File: src/rtl/disk_ii_ctrl_p.sv
// Disk II style floppy controller: soft-switch decode, stepper head positioning,
// nibble timing against a flat track-image memory, and motor run-on.

module disk_ii_stepper #(
  parameter int HT_MAX = 68
) (
  input  logic       en,
  input  logic [3:0] phase,
  input  logic [6:0] ht,
  output logic [6:0] ht_nxt
);
  logic [1:0] m, k;
  always_comb begin
    m = ht[1:0];
    k = 2'd0;
    for (int i = 0; i < 4; i++) if (phase[i]) k = 2'(i);
    ht_nxt = ht;
    // Only a single energised phase adjacent to the current one pulls the head.
    if (en && $onehot(phase)) begin
      if (k == m + 2'd1 && ht < 7'(HT_MAX))  ht_nxt = ht + 7'd1;
      else if (k == m - 2'd1 && ht != 7'd0) ht_nxt = ht - 7'd1;
    end
  end
endmodule

module disk_ii_ctrl_p #(
  parameter int SLOT        = 6,
  parameter int NUM_TRACKS  = 35,
  parameter int TRACK_BYTES = 6656,
  parameter int BYTE_CYCLES = 32,
  parameter int MOTOR_DELAY = 1000000,
  parameter int AW          = 18
) (
  input  logic          PH_2,
  input  logic          RESET_N,
  input  logic [15:0]   ADDRESS,
  input  logic          ADDR_VALID,
  input  logic [7:0]    DATA_OUT,
  output logic [7:0]    FLOPPY_DATA,
  input  logic [7:0]    FLOPPY_DATA_IN,
  output logic [AW-1:0] FLOPPY_ADDRESS,
  output logic [7:0]    FLOPPY_WR_DATA,
  output logic          FLOPPY_WE,
  input  logic [1:0]    WP,
  output logic [1:0]    DRIVE_ACTIVE,
  output logic [6:0]    HALF_TRACK
);
  localparam logic [11:0] IO_BASE = 12'(12'hC08 + SLOT);
  localparam int HT_MAX = 2 * NUM_TRACKS - 2;
  localparam int BTW    = BYTE_CYCLES > 1 ? $clog2(BYTE_CYCLES) : 1;
  localparam int BPW    = TRACK_BYTES > 1 ? $clog2(TRACK_BYTES) : 1;
  localparam int RW     = MOTOR_DELAY > 0 ? $clog2(MOTOR_DELAY + 1) : 1;

  logic [3:0]      phase_q, phase_d;
  logic            spin_q, spin_d, sel2_q, sel2_d;
  logic            q6_q, q6_d, q7_q, q7_d, valid_q, valid_d;
  logic [RW-1:0]   runon_q, runon_d;
  logic [7:0]      latch_q, latch_d, wreg_q, wreg_d;
  logic [BTW-1:0]  btmr_q, btmr_d;
  logic [BPW-1:0]  bpos_q, bpos_d;
  logic [1:0][6:0] ht_q, ht_d, ht_step;
  logic [6:0]      ht_sel;
  logic [3:0]      off;
  logic            hit, tick;

  assign off    = ADDRESS[3:0];
  assign hit    = ADDR_VALID && (ADDRESS[15:4] == IO_BASE);
  assign tick   = spin_q && (btmr_q == BTW'(BYTE_CYCLES - 1));
  assign ht_sel = ht_q[sel2_q];

  for (genvar d = 0; d < 2; d++) begin : g_drv
    disk_ii_stepper #(.HT_MAX(HT_MAX)) u_step (
      .en     (spin_q && ((d == 1) ? sel2_q : !sel2_q)),
      .phase  (phase_q),
      .ht     (ht_q[d]),
      .ht_nxt (ht_step[d])
    );
  end

  always_comb begin
    phase_d = phase_q;
    spin_d  = spin_q;
    runon_d = runon_q;
    sel2_d  = sel2_q;
    q6_d    = q6_q;
    q7_d    = q7_q;
    valid_d = valid_q;
    latch_d = latch_q;
    wreg_d  = wreg_q;
    btmr_d  = btmr_q;
    bpos_d  = bpos_q;
    ht_d    = ht_step;
    if (runon_q != '0) begin
      runon_d = runon_q - 1'b1;
      if (runon_q == RW'(1)) spin_d = 1'b0;
    end
    if (spin_q) btmr_d = tick ? '0 : btmr_q + 1'b1;
    if (tick) bpos_d = (bpos_q == BPW'(TRACK_BYTES - 1)) ? '0 : bpos_q + 1'b1;
    // A fresh nibble arriving in the same cycle as a read keeps VALID set.
    if (hit && off == 4'hC && !q7_q) valid_d = 1'b0;
    if (tick && !q7_q) begin
      latch_d = FLOPPY_DATA_IN;
      valid_d = 1'b1;
    end
    if (hit) begin
      case (off)
        4'h0, 4'h1, 4'h2, 4'h3,
        4'h4, 4'h5, 4'h6, 4'h7: phase_d[off[2:1]] = off[0];
        4'h8: if (spin_q) begin
          runon_d = RW'(MOTOR_DELAY);
          spin_d  = (MOTOR_DELAY != 0);
        end
        4'h9: begin
          spin_d  = 1'b1;
          runon_d = '0;
        end
        4'hA: sel2_d = 1'b0;
        4'hB: sel2_d = 1'b1;
        4'hC: q6_d = 1'b0;
        4'hD: begin
          q6_d = 1'b1;
          if (q7_q) wreg_d = DATA_OUT;
        end
        4'hE: q7_d = 1'b0;
        4'hF: q7_d = 1'b1;
        default: ;
      endcase
    end
  end

  always_ff @(posedge PH_2 or negedge RESET_N) begin
    if (!RESET_N) begin
      phase_q <= '0;
      spin_q  <= 1'b0;
      runon_q <= '0;
      sel2_q  <= 1'b0;
      q6_q    <= 1'b0;
      q7_q    <= 1'b0;
      valid_q <= 1'b0;
      latch_q <= '0;
      wreg_q  <= '0;
      btmr_q  <= '0;
      bpos_q  <= '0;
      ht_q    <= '0;
    end else begin
      phase_q <= phase_d;
      spin_q  <= spin_d;
      runon_q <= runon_d;
      sel2_q  <= sel2_d;
      q6_q    <= q6_d;
      q7_q    <= q7_d;
      valid_q <= valid_d;
      latch_q <= latch_d;
      wreg_q  <= wreg_d;
      btmr_q  <= btmr_d;
      bpos_q  <= bpos_d;
      ht_q    <= ht_d;
    end
  end

  always_comb begin
    FLOPPY_DATA = 8'h00;
    if (RESET_N && hit && !q7_q) begin
      if (off == 4'hC)            FLOPPY_DATA = {latch_q[7] & valid_q, latch_q[6:0]};
      else if (off == 4'hE && q6_q) FLOPPY_DATA = {WP[sel2_q], 7'h00};
    end
  end

  // Write strobe is combinational so the address seen is the pre-advance position.
  assign FLOPPY_WE      = RESET_N && tick && q7_q && !WP[sel2_q];
  assign FLOPPY_WR_DATA = wreg_q;
  assign FLOPPY_ADDRESS = AW'(32'(ht_sel[6:1]) * TRACK_BYTES + 32'(bpos_q));
  assign DRIVE_ACTIVE   = {spin_q & sel2_q, spin_q & ~sel2_q};
  assign HALF_TRACK     = ht_sel;
endmodule
File: config.mk
export PLATFORM = sky130hd
export DESIGN_NAME = disk_ii_ctrl_p
export DESIGN_NICKNAME = d
export VERILOG_FILES = /design/src/rtl/disk_ii_ctrl_p.sv
export SDC_FILE = /design/constraint.sdc
export NUM_CORES = 1
export LEC_CHECK = 0
export CAP_MARGIN = 40
export CORE_AREA = 2 2 130 164
export DETAILED_ROUTE_END_ITERATION = 10
export DIE_AREA = 0 0 132 166
export DONT_BUFFER_PORTS = 1
export SYNTH_ARGS = -nofsm -noshare
export SYNTH_HDL_FRONTEND = slang
export SYNTH_SLANG_ARGS = --single-unit
export TNS_END_PERCENT = 20
File: constraint.sdc
create_clock -name PH_2 -period 10.35 [get_ports PH_2]
set_input_delay 2.07 -clock PH_2 [delete_from_list [all_inputs] [get_ports PH_2]]
set_output_delay 2.07 -clock PH_2 [all_outputs]
set_load 0.01 [all_outputs]
==> run metrics, run 1 <==
Clock Latency Late Sink=0.34 ns; number of port buffers=0; proportion of synthesized flip-flops having asynchronous set or reset=100.0%; CP max-delay cell=dfrtp_1; post-CTS resize count=0; count of unique library cells instantiated by Yosys=52; overall die height=166 µm; number of buffers added to fix hold violations after cts=0; critical path start-end classification=flop to output port; number of buffers created by CTS=9; share of layout cells above drive strength 1=11.94%; flops & latches, synth=77; remaining design rule violation count=0; Detail Route met2 WL=5018 µm; pre-CTS worst setup slack=4.223 ns; Synth Instances=500; data arrival at the endpoint of the critical path=4.06 ns; worst path setup slack after routing=4.219 ns; required time worst endpoint=8.28 ns; Die Outline Area=0.02191 mm²; residual antenna-violating net count after detailed routing=0; GRT Residual Overflow=0; # nets final=573; number of core rows=59; largest net degree at the start of global routing=81; FMAX=163.1 MHz; Post-synth EDFFs=0; final estimated routing congestion in global placement=0.7668; simple-gate share of the synthesized area=17.77%; number of sinks on the clock net=77; antenna violations before repair=0; shortest period the worst path allows=6.131 ns; number of warning messages in the yosys log=0; post-synthesis area per instance=10.00 µm²; RSZ-0062 raised after global routing=false; core outline area=0.02045 mm²; IR drop worst, VDD=0.06141 mV; root buf cell=clkbuf_16; clock tree from TritonCTS=done; routed length on met1=4391 µm; effective utilization at floorplan=24.45%; vias per cell=4.384; H-tree lvl count=3; part of the cycle the worst path needs=59.24%; Primary FF master, synth=dfrtp_1; XOR/XNOR share of the synthesized area=9.109%; initial drt markers=127; ant diodes=0; global-route wire length before repair=17170 µm; main combinational cell family by area after synthesis=simple AND/OR/NAND/NOR gates; Highest Signal Layer=met4; worst hold path stage count=1; nature of the critical path startpoint=flop; post-route clock skew=0.008985 ns; via count of the first global-routing pass=3500; post-route setup TNS=0 ns; cell family with most CP delay=adder cells; worst path bufs/invs=1; type of the most critical hold path=flop to flop; number of top-level design ports=81; 1st-pass router iterations=4; compound-cell area share of the yosys netlist=8.208%; detailed placement HPWL=7567 µm; Max FO, Critical Path=15; via total after detailed routing=3367; Hold Fails Final Rpt=0; Stages on worst setup path=11; cell area power density=119.3 mW/mm²; global-route usage over all layers=9.635%; wire per inst=13.06 µm; setup repair bufs after CTS=0; Worst-path clk slew=0.06 ns; cell seen most often among critical-path stages=xnor2_1; fin. max-slew vios=0; Pleak=0.002454 µW; share of synthesized cell area in full adder, half adder and majority cells=12.81%; summed instance area of the synthesized netlist=0.005000 mm²; width of the die=132 µm; status=finished, final reports clean; kind of end point of the critical path=output port; Finish-stage setup viols=0; Clock Tree Buf Depth=2; Routed WL=10030 µm; number of nets in the synthesized netlist=584; max incr delay on CP=0.70 ns; cell-by-cell listing of the critical path=mux2i_1, inv_1, ha_1, fa_1, fa_1, a21o_1, a21oi_1, xnor2_1, nand4bb_1, xnor2_1, xnor2_1; worst-case register-to-register setup slack=7.15 ns; transition time of the tightest slew-check pin=0.7897 ns; area delta synth->final=10.56%; met3 layer wire length in the routed design=500 µm; sequential-to-total area share from yosys stat=38.54%; max-cap viol count=0; Worst Hold Margin=0.4926 ns; share of cell area taken by muxes after synthesis=8.634%; length in cells of the worst reg-to-reg path=11; headroom to the max-slew limit=46.87%
-- area by class of cell --
type                       count  area, µm²
fill                        2149      14920
multi-input combinational    371       2826
tap                          274      342.8
clock inverter                 3      42.54
sequential                    77       1927
clock buffer                  13      270.3
timing repair buffer           3      17.52
inverter                      27      101.3
-- power by group --
part / internal (µW) / leakage (µW) / switching, µW
registers: 310 / 0.000956 / 7.83
logic: 8.23 / 0.00135 / 5.21
clock network: 206 / 0.000152 / 122
total: 524 / 0.00245 / 135
-- Yosys cell counts, types with 5 or more instances --
| library cell | number | area share (%) |
|---|---|---|
| nor2_1 | 37 | 2.8 |
| mux2i_1 | 6 | 1.2 |
| or3_1 | 6 | 0.75 |
| a21o_1 | 6 | 0.90 |
| nand2b_1 | 8 | 1.0 |
| inv_1 | 27 | 2.0 |
| nand4_1 | 7 | 0.88 |
| a21oi_1 | 25 | 2.5 |
| and2_1 | 10 | 1.3 |
| xor2_1 | 20 | 3.5 |
| mux2_2 | 33 | 7.4 |
| xnor2_1 | 32 | 5.6 |
| dfrtp_1 | 77 | 39 |
| buf_4 | 11 | 1.7 |
| nand3_1 | 11 | 1.1 |
| nor3_1 | 5 | 0.50 |
| clkbuf_1 | 10 | 0.75 |
| o21bai_1 | 5 | 0.75 |
| o21ai_0 | 19 | 1.9 |
| nor4_1 | 10 | 1.3 |
| fa_1 | 7 | 2.8 |
| ha_1 | 40 | 10 |
| nand2_1 | 34 | 2.6 |
-- path summary, 6_finish.rpt --
kind / from / to
max: sel2_q / FLOPPY_ADDRESS[17]
min: latch_q[5] / latch_q[5]
max reg2reg: ht_q[0] / ht_q[6]
min reg2reg: latch_q[5] / latch_q[5]
max in group asynchronous: RESET_N / latch_q[0]
min in group asynchronous: RESET_N / FLOPPY_WR_DATA[7]
-- through the flow --
| step | utilization [%] | instance area [µm²] | std cells | power (µW) |
|---|---|---|---|---|
| floorplan | - | 5000 | 500 | 334.5 |
| global placement | 25.45 | 5205 | 750 | 336.0 |
| detailed placement | 25.50 | 5215 | 752 | 336.6 |
| CTS | 27.03 | 5528 | 768 | 668.7 |
| global route | 27.03 | 5528 | 768 | 685.6 |
| finish | 27.03 | 5528 | 768 | 659.2 |
-- placed cells by master (no fill, tap or decap), drive strengths merged, types with 5 or more instances in the layout --
cell type   n
dfrtp      77
nor2       37
nand3b      5
nor3        5
xor2       20
o21bai      5
mux2       33
fa          7
nand2      34
ha         40
mux2i       6
nand4       7
o21ai      20
nand2b      8
nor4       12
xnor2      32
clkbuf     13
a21oi      25
inv        27
or3         6
nand3      12
a21o        6
and2       12
-- sequential cells by signal, summed over array words and instances, names as in the netlist --
| name | cells |
|---|---|
| runon_q | 20 |
| FLOPPY_WR_DATA | 8 |
| q7_q | 1 |
| sel2_q | 1 |
| bpos_q | 13 |
| q6_q | 1 |
| latch_q | 8 |
| btmr_q | 5 |
| phase_q | 4 |
| ht_q | 14 |
| valid_q | 1 |
| spin_q | 1 |
-- per-layer routing --
metal | up-vias | GRT usage, %
li1 | 1698 | -
met1 | 1594 | 11.72
met2 | 64 | 16.58
met3 | 11 | 2.656
met4 | 0 | 2.836
met5 | - | 0
-- kinds of logic after synthesis --
logic type,Yosys count
flip-flops,77
buffers and inverters,52
AO/OA/AOI/OAI,70
multiplexers,39
AND/OR/NAND/NOR,163
XOR/XNOR,52
adder cells (fa/ha/maj),47
(Power assumes the default switching activity.)
==> run 2, diff against run 1 <==
==> constraint.sdc (replaced) <==
create_clock -name PH_2 -period 5.84 [get_ports PH_2]
set_input_delay 1.168 -clock PH_2 [delete_from_list [all_inputs] [get_ports PH_2]]
set_output_delay 1.168 -clock PH_2 [all_outputs]
set_load 0.01 [all_outputs]
==> run 2 against run 1 <==
Utilization up 0.19 points. Register-to-register slack worse by 4.5 ns. Power up 87%. Worst setup slack worse by 3.6 ns. Clock skew down 0.00070 ns. Critical endpoint unchanged. Non-clock buffer count unchanged. Sequential power up 77%. Die area unchanged. Clock-buffer cell count down 3. Final area up 0.70%.
==> run metrics, run 2 (synthesis results as in run 1) <==
number of sinks on the clock net=77 (unchanged); H-tree lvl count=3 (unchanged); most used cells in the layout excluding fill and tap cells=77 x dfrtp_1, 40 x ha_1, 37 x nor2_1 (unchanged); max reg flops=20 (unchanged); Clock Latency Late Sink=0.34 ns (about the same); post-route clock skew=0.008286 ns (was 0.008985 ns); shortest period the worst path allows=5.188 ns; FMAX=192.7 MHz; cell seen most often among critical-path stages=xnor2_1 (unchanged); max incr delay on CP=0.68 ns (was 0.70 ns); CP max-delay cell=dfrtp_1 (unchanged); overall die height=166 µm (unchanged); headroom to the max-slew limit=46.88% (was 46.87%); endpoint of the worst register-to-register path=ht_q[13] (was ht_q[6]); Clock Tree Buf Depth=2 (unchanged); residual antenna-violating net count after detailed routing=0 (unchanged); remaining design rule violation count=0 (unchanged); kind of end point of the critical path=output port (unchanged); initial drt markers=127 (unchanged); leading cell type in the layout, fill and taps excluded=dfrtp_1 (unchanged); Hold Fails Final Rpt=0 (unchanged); ant diodes=0 (unchanged); detailed placement HPWL=7731 µm (was 7567 µm); beginning of the worst register-to-register path=ht_q[7] (was ht_q[0]); worst hold path stage count=1 (unchanged); Finish-stage setup viols=0 (unchanged); status=finished, final reports clean (unchanged); length in cells of the worst reg-to-reg path=11 (unchanged); cell area power density=221.8 mW/mm² (was 119.3 mW/mm²); post-route setup TNS=0 ns (unchanged); number of buffers created by CTS=9 (unchanged); Post-Layout Inst Area=0.005567 mm² (was 0.005528 mm²); transition time of the tightest slew-check pin=0.7895 ns (was 0.7897 ns); RSZ-0062 raised after global routing=false (unchanged); core outline area=0.02045 mm² (unchanged); type of the most critical hold path=flop to flop (unchanged); # nets final=573 (unchanged); final estimated routing congestion in global placement=0.7844 (was 0.7668); cell-by-cell listing of the critical path=mux2i_1, inv_1, ha_1, fa_1, fa_1, a21o_1, a21oi_1, xnor2_1, nand4bb_1, xnor2_1, xnor2_1 (unchanged); Worst-path clk slew=0.06 ns (about the same); worst-case register-to-register setup slack=2.67 ns (was 7.15 ns); GRT Residual Overflow=0 (unchanged); required time worst endpoint=4.67 ns (was 8.28 ns); effective utilization at floorplan=24.45% (unchanged); nature of the critical path startpoint=flop (unchanged); number of top-level design ports=81 (unchanged); vias per cell=4.458 (was 4.384); root buf cell=clkbuf_16 (unchanged); layout filler cell count=2167 (was 2149); share of layout cells above drive strength 1=12.15% (was 11.94%); max-cap viol count=0 (unchanged); setup repair bufs after CTS=0 (unchanged); placed instance area=0.005218 mm² (was 0.005215 mm²); fin. max-slew vios=0 (unchanged); via count of the first global-routing pass=3589 (was 3500); number of core rows=59 (unchanged); via total after detailed routing=3424 (was 3367); IR drop worst, VDD=0.1319 mV (was 0.06141 mV); Die Outline Area=0.02191 mm² (unchanged); largest registers=runon_q x20, ht_q x14, bpos_q x13 (unchanged); width of the die=132 µm (unchanged); post-CTS resize count=0 (unchanged); terminating pin of the worst hold path=latch_q[5] (unchanged); critical path start-end classification=flop to output port (unchanged); data arrival at the endpoint of the critical path=4.02 ns (was 4.06 ns); Biggest register=runon_q (unchanged); Routed WL=10210 µm (was 10030 µm); part of the cycle the worst path needs=88.84%; Pleak=0.002467 µW (was 0.002454 µW); antenna violations before repair=0 (unchanged); wire per inst=13.30 µm (was 13.06 µm); global-route usage over all layers=9.917% (was 9.635%); area delta synth->final=11.34% (was 10.56%); 1st-pass router iterations=4 (unchanged); Max FO, Critical Path=15 (unchanged); number of buffers added to fix hold violations after cts=0 (unchanged); clock tree from TritonCTS=done (unchanged); largest net degree at the start of global routing=81 (unchanged); hold_sp=latch_q[5] (unchanged); number of port buffers=0 (unchanged); global-route wire length before repair=17720 µm (was 17170 µm)
## run 2: changes by cell type in the layout (fill, tap and decap cells not counted), sizes merged
cell	before	now
bufinv	1	3
clkbuf	13	10
clkinvlp	1	2
## run 2: worst max path at each step
| stage | startpoint | endpoint | cells past startpoint |
|---|---|---|---|
| after floorplan | sel2_q | FLOPPY_ADDRESS[17] | 13 |
| after global placement | sel2_q | FLOPPY_ADDRESS[17] | 11 |
| after detailed placement | sel2_q | FLOPPY_ADDRESS[17] | 11 |
| after CTS | sel2_q | FLOPPY_ADDRESS[17] | 11 |
| after global routing | sel2_q | FLOPPY_ADDRESS[17] | 11 |
| final | sel2_q | FLOPPY_ADDRESS[17] | 11 |
## run 2: power breakdown
group | switching [µW] | internal (µW)
Clock | 219 | 428
Sequential | 14.0 | 549
Combinational | 10.1 | 14.6
Total | 243 | 992
## run 2: layout make-up
cell class / count / area, µm² / area share, %
clock inverters: 6 / 110.1 / 1.978
multi-input cells: 371 / 2826 / 50.78
well taps: 274 / 342.8 / 6.159
clock buffers: 10 / 239.0 / 4.293
flip-flops and latches: 77 / 1927 / 34.61
inverters: 27 / 101.3 / 1.821
repair buffers: 3 / 20.02 / 0.3596
## run 2: worst max-delay path: cells and delay by family, from the launching register on
family          cells  cell delay [ns]
fa+ha+maj           3             1.36
simple gates        1             0.15
flops               1             0.68
mux                 1             0.36
xor+xnor            3             0.59
buf+inv             1             0.19
compound gates      2             0.37
## run 2: metrics by stage
step	hold slack (ns)	power (µW)	instances	worst slack (ns)	utilization, %
3_3_place_gp	0.4789	595.3	750	1.060	25.45
4_1_cts	0.4987	1253	768	0.5931	27.22
2_1_floorplan	0.4566	592.8	500	1.024	-
6_report	0.4945	1235	768	0.6519	27.22
3_5_place_dp	0.4856	596.5	752	0.9891	25.52
5_1_grt	0.4970	1281	768	0.2907	27.22
## run 2: routing by layer
layer	vias up	wire length (µm)	track usage (%)
li1	1710	-	-
met1	1621	4422	11.55
met2	76	5119	17.28
met3	17	467	2.564
met4	0	203	4.017
met5	-	0	0
==> run 3, diff against run 2 <==
--- a/config.mk
+++ b/config.mk
@@ -5,11 +5,12 @@
 export SDC_FILE = /design/constraint.sdc
 export NUM_CORES = 1
 export LEC_CHECK = 0
-export CAP_MARGIN = 40
+export CAP_MARGIN = 20
 export CORE_AREA = 2 2 130 164
 export DETAILED_ROUTE_END_ITERATION = 10
 export DIE_AREA = 0 0 132 166
 export DONT_BUFFER_PORTS = 1
+export SLEW_MARGIN = 20
 export SYNTH_ARGS = -nofsm -noshare
 export SYNTH_HDL_FRONTEND = slang
 export SYNTH_SLANG_ARGS = --single-unit
==> run 3 against run 2 <==
Cell count down 0.13%. Largest power group is now sequential cells. Critical endpoint unchanged. Sequential cell count unchanged. Largest cell class unchanged. Final area is 1.1% lower. Highest routed layer unchanged. Register-to-register slack got worse by 0.03 ns.
==> run metrics, run 3 (synthesis results as in run 1) <==
terminating pin of the worst hold path=latch_q[0] (was latch_q[5]); remaining design rule violation count=0 (unchanged); headroom to the max-slew limit=38.58% (was 46.88%); transition time of the tightest slew-check pin=0.9138 ns (was 0.7895 ns); H-tree lvl count=3 (unchanged); status=finished, final reports clean (unchanged); via total after detailed routing=3421 (was 3424); post-route setup TNS=0 ns (unchanged); effective utilization at floorplan=24.45% (unchanged); cell seen most often among critical-path stages=xnor2_1 (unchanged); critical path start-end classification=flop to output port (unchanged); IR drop worst, VDD=0.1215 mV (was 0.1319 mV); core outline area=0.02045 mm² (unchanged); RSZ-0062 raised after global routing=false (unchanged); final design utilization=26.93% (was 27.22%); hold_sp=latch_q[0] (was latch_q[5]); Stages on worst setup path=11 (unchanged); Hold Fails Final Rpt=0 (unchanged); CP max-delay cell=dfrtp_1 (unchanged); worst hold path stage count=1 (unchanged); Max FO, Critical Path=15 (unchanged); post-CTS resize count=0 (unchanged); number of sinks on the clock net=77 (unchanged); overall die height=166 µm (unchanged); Die Outline Area=0.02191 mm² (unchanged); worst path bufs/invs=1 (unchanged); root buf cell=clkbuf_16 (unchanged); part of the cycle the worst path needs=88.76% (was 88.84%); worst path setup slack after routing=0.6561 ns (was 0.6519 ns); length in cells of the worst reg-to-reg path=11 (unchanged); area delta synth->final=10.14% (was 11.34%); Routed WL=10100 µm (was 10210 µm); width of the die=132 µm (unchanged); number of standard cells in the layout, taps in and fillers out=767 (was 768); required time worst endpoint=4.67 ns (about the same); largest net degree at the start of global routing=81 (unchanged); residual antenna-violating net count after detailed routing=0 (unchanged); fin. max-slew vios=0 (unchanged); detailed placement HPWL=7592 µm (was 7731 µm); type of the most critical hold path=flop to flop (unchanged); leading cell type in the layout, fill and taps excluded=dfrtp_1 (unchanged); kind of end point of the critical path=output port (unchanged); number of port buffers=0 (unchanged); number of buffers added to fix hold violations after cts=0 (unchanged); vias per cell=4.460 (was 4.458); Clock Tree Buf Depth=2 (unchanged); beginning of the worst register-to-register path=ht_q[7] (unchanged); number of core rows=59 (unchanged); Pleak=0.002438 µW (was 0.002467 µW); via count of the first global-routing pass=3548 (was 3589); number of top-level design ports=81 (unchanged); # nets final=572 (was 573); most used cells in the layout excluding fill and tap cells=77 x dfrtp_1, 40 x ha_1, 37 x nor2_1 (unchanged); post-route clock skew=0.005448 ns (was 0.008286 ns); initial drt markers=125 (was 127); max-cap viol count=0 (unchanged); 1st-pass router iterations=4 (unchanged); number of buffers created by CTS=9 (unchanged); Biggest register=runon_q (unchanged); endpoint of the worst register-to-register path=ht_q[13] (unchanged); pre-CTS worst setup slack=0.9956 ns (was 0.9891 ns); global-route usage over all layers=9.776% (was 9.917%); Worst-path clk slew=0.06 ns (about the same); GRT Residual Overflow=0 (unchanged); global-route wire length before repair=17460 µm (was 17720 µm); ant diodes=0 (unchanged); shortest period the worst path allows=5.184 ns (was 5.188 ns); data arrival at the endpoint of the critical path=4.02 ns (about the same); max incr delay on CP=0.68 ns (about the same); Clock Latency Late Sink=0.34 ns (about the same); max reg flops=20 (unchanged); cell family with most CP delay=adder cells (unchanged); cell total after placement=750 (was 752); antenna violations before repair=0 (unchanged); worst-case register-to-register setup slack=2.64 ns (was 2.67 ns); largest registers=runon_q x20, ht_q x14, bpos_q x13 (unchanged); clock tree from TritonCTS=done (unchanged); Finish-stage setup viols=0 (unchanged); final estimated routing congestion in global placement=0.7844 (unchanged); cell area power density=207.4 mW/mm² (was 221.8 mW/mm²); FMAX=192.9 MHz (was 192.7 MHz); cell-by-cell listing of the critical path=mux2i_1, inv_1, ha_1, fa_1, fa_1, a21o_1, a21oi_1, xnor2_1, nand4bb_1, xnor2_1, xnor2_1 (unchanged); wire per inst=13.16 µm (was 13.30 µm); nature of the critical path startpoint=flop (unchanged); setup repair bufs after CTS=0 (unchanged); share of layout cells above drive strength 1=11.56% (was 12.15%)
## run 3: cell type report
class	count	area [µm²]
Clock buffer	12	246.5
Clock inverter	4	47.55
Fill cell	2169	14940
Inverter	27	101.3
Multi-Input combinational cell	371	2826
Sequential cell	77	1927
Tap cell	274	342.8
Timing Repair Buffer	2	15.01
## run 3: per-stage QoR
step	hold slack (ns)	instance area, µm²	power [µW]
CTS	0.4976	5499	1158
detailed placement	0.4853	5205	596.5
global route	0.5039	5507	1183
global placement	0.4789	5205	595.3
finish	0.4959	5507	1142
floorplan	0.4566	5000	592.8
## run 3: power by group
| part | switching [µW] | leakage [µW] | total (µW) | internal, µW |
|---|---|---|---|---|
| registers | 14.3 | 0.000956 | 563 | 549 |
| logic | 9.89 | 0.00134 | 24.5 | 14.6 |
| clock network | 213 | 0.000143 | 554 | 341 |
| total | 237 | 0.00244 | 1140 | 905 |
## run 3: per-layer routing
metal | up-vias | part of all wire (%) | GRT usage (%)
li1 | 1704 | - | -
met1 | 1637 | 43 | 11.34
met2 | 68 | 50 | 17.26
met3 | 12 | 5.5 | 2.839
met4 | 0 | 1.2 | 3.119
met5 | - | 0 | 0
## run 3: worst max-delay path by stage
| stage | startpoint | end | slack (ns) |
|---|---|---|---|
| detailed placement | sel2_q | FLOPPY_ADDRESS[17] | 1.0 |
| CTS | sel2_q | FLOPPY_ADDRESS[17] | 0.62 |
| global placement | sel2_q | FLOPPY_ADDRESS[17] | 1.06 |
| finish | sel2_q | FLOPPY_ADDRESS[17] | 0.66 |
| global route | sel2_q | FLOPPY_ADDRESS[17] | 0.30 |
| floorplan | sel2_q | FLOPPY_ADDRESS[17] | 1.02 |
